==> config.mk <==
export PLATFORM = sky130hd
export DESIGN_NAME = traffic_phase_scheduler
export DESIGN_NICKNAME = d
export VERILOG_FILES = /design/src/rtl/traffic_pkg.sv /design/src/rtl/phase_timer.sv /design/src/rtl/traffic_phase_scheduler.sv
export SDC_FILE = /design/constraint.sdc
export NUM_CORES = 1
export LEC_CHECK = 0
export CAP_MARGIN = 10
export CORE_UTILIZATION = 50
export DETAILED_ROUTE_END_ITERATION = 10
export PLACE_DENSITY = 0.79
export SKIP_CTS_REPAIR_TIMING = 1
export SLEW_MARGIN = 20
export SYNTH_ARGS = -nofsm -noshare
export SYNTH_HDL_FRONTEND = slang
export SYNTH_HIERARCHICAL = 1
export SYNTH_SLANG_ARGS = --single-unit
==> constraint.sdc <==
create_clock -name clk -period 6.7 [get_ports clk]
set_input_delay 1.34 -clock clk [delete_from_list [all_inputs] [get_ports clk]]
set_output_delay 1.34 -clock clk [all_outputs]
set_load 0.1 [all_outputs]
==> src/rtl/traffic_pkg.sv <==
// Shared light codes, phase encoding and timer width for the intersection scheduler.
// Pure declarations: no logic and no latency.
package traffic_pkg;

  localparam int TIMER_W = 5;

  localparam logic [1:0] OFF    = 2'b00;
  localparam logic [1:0] RED    = 2'b01;
  localparam logic [1:0] GREEN  = 2'b10;
  localparam logic [1:0] YELLOW = 2'b11;

  typedef enum logic [2:0] {
    MAIN_GREEN  = 3'd0,
    MAIN_YELLOW = 3'd1,
    ALL_RED_M   = 3'd2,
    PED_WALK    = 3'd3,
    SIDE_GREEN  = 3'd4,
    SIDE_YELLOW = 3'd5,
    ALL_RED_S   = 3'd6
  } state_e;

endpackage

==> src/rtl/phase_timer.sv <==
// Loadable down-counter that steps once per tick; expire flags the last tick of a phase.
// Count updates one clk after load/tick; expire is combinational from the tick input.
module phase_timer
  import traffic_pkg::*;
#(
  parameter logic [TIMER_W-1:0] RST_VAL = 5'd1
) (
  input  logic               clk,
  input  logic               rst,
  input  logic               load,
  input  logic [TIMER_W-1:0] load_val,
  input  logic               tick,
  input  logic               hold,
  output logic [TIMER_W-1:0] count,
  output logic               expire
);

  logic [TIMER_W-1:0] count_q;
  logic [TIMER_W-1:0] count_d;

  always_comb begin
    count_d = count_q;
    if (load) begin
      count_d = load_val;
    end else if (tick && !hold && (count_q != '0)) begin
      count_d = count_q - 1'b1;
    end
  end

  always_ff @(posedge clk or posedge rst) begin
    if (rst) begin
      count_q <= RST_VAL;
    end else begin
      count_q <= count_d;
    end
  end

  assign count  = count_q;
  assign expire = tick && (count_q == 5'd1);

endmodule

==> src/rtl/traffic_phase_scheduler.sv <==
// Main/side intersection sequencer with a pedestrian crossing over main, timed by a 1 Hz tick.
// Lights decode directly from the state register; state and timer advance only on tick.
module traffic_phase_scheduler
  import traffic_pkg::*;
#(
  parameter int T_MAIN_GREEN = 10,
  parameter int T_MAIN_MIN   = 4,
  parameter int T_YELLOW     = 3,
  parameter int T_ALL_RED    = 1,
  parameter int T_SIDE_GREEN = 8,
  parameter int T_WALK       = 6
) (
  input  logic       clk,
  input  logic       reset,
  input  logic       tick,
  input  logic       ped_btn,
  input  logic       side_car,
  output logic [1:0] main_light,
  output logic [1:0] side_light,
  output logic       ped_walk,
  output logic       ped_pending,
  output logic [2:0] phase,
  output logic [4:0] time_left
);

  localparam logic [TIMER_W-1:0] CUT_LEVEL = TIMER_W'(T_MAIN_GREEN - T_MAIN_MIN);

  state_e             state_q, state_d;
  logic               ped_btn_q, ped_btn_d;
  logic               ped_pending_q, ped_pending_d;
  logic               load;
  logic               hold;
  logic               expire;
  logic [TIMER_W-1:0] load_val;
  logic [TIMER_W-1:0] count;

  function automatic logic [TIMER_W-1:0] phase_dur(input state_e s);
    case (s)
      MAIN_GREEN:  phase_dur = TIMER_W'(T_MAIN_GREEN);
      MAIN_YELLOW: phase_dur = TIMER_W'(T_YELLOW);
      PED_WALK:    phase_dur = TIMER_W'(T_WALK);
      SIDE_GREEN:  phase_dur = TIMER_W'(T_SIDE_GREEN);
      SIDE_YELLOW: phase_dur = TIMER_W'(T_YELLOW);
      default:     phase_dur = TIMER_W'(T_ALL_RED);
    endcase
  endfunction

  phase_timer #(
    .RST_VAL(TIMER_W'(T_ALL_RED))
  ) u_timer (
    .clk     (clk),
    .rst     (reset),
    .load    (load),
    .load_val(load_val),
    .tick    (tick),
    .hold    (hold),
    .count   (count),
    .expire  (expire)
  );

  always_comb begin
    state_d = state_q;
    hold    = 1'b0;
    case (state_q)
      MAIN_GREEN: begin
        // A latched ped request may cut main green once the minimum has run.
        if (tick && ped_pending_q && (count <= CUT_LEVEL)) begin
          state_d = MAIN_YELLOW;
        end else if (expire) begin
          if (side_car) state_d = MAIN_YELLOW;
          else          hold    = 1'b1;
        end
      end
      MAIN_YELLOW: if (expire) state_d = ALL_RED_M;
      ALL_RED_M: begin
        if (expire) begin
          if (ped_pending_q) state_d = PED_WALK;
          else if (side_car) state_d = SIDE_GREEN;
          else               state_d = MAIN_GREEN;
        end
      end
      PED_WALK:    if (expire) state_d = side_car ? SIDE_GREEN : ALL_RED_S;
      SIDE_GREEN:  if (expire) state_d = SIDE_YELLOW;
      SIDE_YELLOW: if (expire) state_d = ALL_RED_S;
      ALL_RED_S:   if (expire) state_d = MAIN_GREEN;
      default:     state_d = ALL_RED_S;
    endcase

    load     = (state_d != state_q);
    load_val = phase_dur(state_d);

    // A new press in the same clk as walk entry survives the clear.
    ped_btn_d     = ped_btn;
    ped_pending_d = (ped_btn && !ped_btn_q) ||
                    (ped_pending_q && !(load && (state_d == PED_WALK)));
  end

  always_ff @(posedge clk or posedge reset) begin
    if (reset) begin
      state_q       <= ALL_RED_S;
      ped_btn_q     <= 1'b0;
      ped_pending_q <= 1'b0;
    end else begin
      state_q       <= state_d;
      ped_btn_q     <= ped_btn_d;
      ped_pending_q <= ped_pending_d;
    end
  end

  always_comb begin
    main_light = RED;
    side_light = RED;
    case (state_q)
      MAIN_GREEN:  main_light = GREEN;
      MAIN_YELLOW: main_light = YELLOW;
      SIDE_GREEN:  side_light = GREEN;
      SIDE_YELLOW: side_light = YELLOW;
      default: ;
    endcase
  end

  assign ped_walk    = (state_q == PED_WALK);
  assign ped_pending = ped_pending_q;
  assign phase       = state_q;
  assign time_left   = count;

endmodule

==> flow_metrics.tcl <==
set metrics [dict create \
    synth_seq_cells 10 \
    r2r-start "u_timer/count[1]" \
    dr.pass1.iters 4 \
    fp.dieArea_um2 1610 \
    start_util_pct 54.5 \
    clockRootBuffer "clkbuf_4" \
    netlist_area_um2 727 \
    vias 643 \
    ioPinCount 19 \
    r2r_cells 8 \
    rsz0062_at_grt "false" \
    htreeDepth 1 \
    grt_antenna_before_repair 0 \
    num-nets-final 111 \
    core-area_um2 1330 \
    clockBufferDepth 2 \
    syn2layout_area_growth_pct 29.6 \
    die_h_um 40.1 \
    diodes 0 \
    synth_edf_count 0 \
    r2r_setup_slack_ns 4.18 \
    cpMaxStageDelayCell "clkdlybuf4s50_1" \
    setup_violations 0 \
    yosys.area_share.xor_xnor_pct 1.20 \
    dpl.cell_count 114 \
    ys_seq_area_share_pct 34.9 \
    async_flop_share_pct 100 \
    fin_skew_ns 0.00577 \
    critPathKind "register to output port" \
    hold_viol 0 \
    ys.flop_type "dfrtp_1" \
    layout_min_cycle_time_ns 3.58 \
    io_buffers 18 \
    cts_buffers 3 \
    status "completed" \
    endpoint_kind "output port" \
    synth.distinct_cells 41 \
    viasPerCell 5.45 \
    postRouteAntennaNets 0 \
    synth_top_family_by_area "simple AND/OR/NAND/NOR gates" \
    drt_iter0_drc 9 \
    clk_latency_ns 0.26 \
    syn_avg_cell_area_um2 8.65 \
    die_w_um 40.1 \
    whs_path_depth 1 \
    setup.worst_path.start "phase[2]" \
    grt_max_degree 13 \
    cp-start-kind "register" \
    hold_class "register to register" \
    crit_path_end "side_light[1]" \
    grt_pass1_vias 548 \
    worstPathArrival_ns 2.24 \
    worst_slew_pin_slew_ns 0.970 \
    drive_gt1_share_pct 14.6 \
    final_common_cell "clkdlybuf4s50_1" \
    fmax_mhz 279 \
    worstPathCellList "nor2b_1 > clkdlybuf4s50_1" \
    instances_no_fill 118 \
    synthAdderAreaFrac_pct 3.44 \
    finalMaxSlewViolations 0 \
    critical-path-max-stage-delay_ns 1.15 \
    fin_setup_tns_ns 0 \
    cp.required_ns 5.36 \
    grt_pass1_wl_mm 2.27 \
    grt_usage_pct 21.8 \
    drc 0 \
    drv_cap 0 \
    final_core_util_pct 70.6 \
    gp_congestion 0.752 \
    row_count 13 \
    path_clk_slew_ns 0.06 \
    yosys.area_share.simple_pct 28.2 \
    wl_mm 1.49 \
    synth.area.mux_share_pct 1.38 \
    synth_fp_nets 91 \
    path_max_fanout 12 \
    cts_sinks 10 \
    grt.overflow.total 0 \
    final_cell_mix "clkdlybuf4s50_1 (18), inv_1 (8), nor2b_1 (7), dfrtp_1 (7)" \
    wl_per_cell_um 12.6 \
    synth_compound_area_share_pct 23.4 \
    tritoncts "done" \
    yosys_warnings 6 \
    r2r-end "u_timer/count[2]" \
    relSlewSlack_pct 35.1 \
    synthCells 84 \
    fin_crit_sh_pct 53.4 \
    hpwl_mm 1.15 \
]
[final cells by class]
cell class	count	area (um2)
Clock buffer	4	36.3
Multi-Input combinational cell	63	423
Fill cell	105	392
Inverter	8	30.0
Sequential cell	10	254
Tap cell	15	18.8
Timing Repair Buffer	18	180
[stage by stage]
| step | hold WS (ns) | instance area [um2] | setup WS (ns) |
|---|---|---|---|
| finish | 0.423 | 942 | 3.12 |
| global route | 0.453 | 942 | 3.03 |
| CTS | 0.425 | 942 | 3.11 |
| detailed placement | 0.416 | 906 | 3.08 |
| global placement | 0.403 | 906 | 3.18 |
| floorplan | 0.400 | 727 | 1.86 |
[logic make-up (layout without fill, tap and decap cells)]
kind of cell / count (synthesis) / after routing
mux: 1 / 1
buf+inv: 11 / 30
xor+xnor: 1 / 1
other cells: 1 / 1
fa+ha+maj: 2 / 2
simple gates: 34 / 34
compound gates: 24 / 24
flops: 10 / 10
[worst min-delay path by stage]
stage	start	end
after global placement	ped_btn_q	ped_pending
after CTS	ped_btn_q	ped_pending
after detailed placement	ped_btn_q	ped_pending
after global routing	ped_btn_q	ped_pending
final	ped_btn_q	ped_pending
after floorplan	ped_btn_q	ped_pending
[metal layers]
layer	global-route usage [%]	up-vias	wire (um)
met1	30.1	289	748
met4	13.8	0	0
met5	0	-	0
li1	-	337	-
met2	31.5	17	676
met3	3.33	0	63
[worst max-delay path: cells and delay by family, from the launching register on]
| family | cells | cell delay [ns] |
|---|---|---|
| buf+inv | 1 | 1.15 |
| simple gates | 1 | 0.19 |
| flops | 1 | 0.64 |
[synth_stat cells, types with 2 or more instances]
cell	instances	area share [%]
nand2_1	6	3.1
dfstp_2	3	11
ha_1	2	3.4
dfrtp_1	7	24
o31ai_1	2	2.1
nor2_1	6	3.1
o21ai_0	5	3.4
inv_1	8	4.1
nor2b_1	7	6.0
nand2b_1	3	2.6
a21oi_1	5	3.4
[flip-flops by register name, indices dropped and copies added, names as in the netlist]
register	count
ped_pending	1
u_timer/count	5
phase	3
ped_btn_q	1
Power is not shown: default switching activity piles up to over one toggle a cycle in this logic, so the estimate is an artifact.
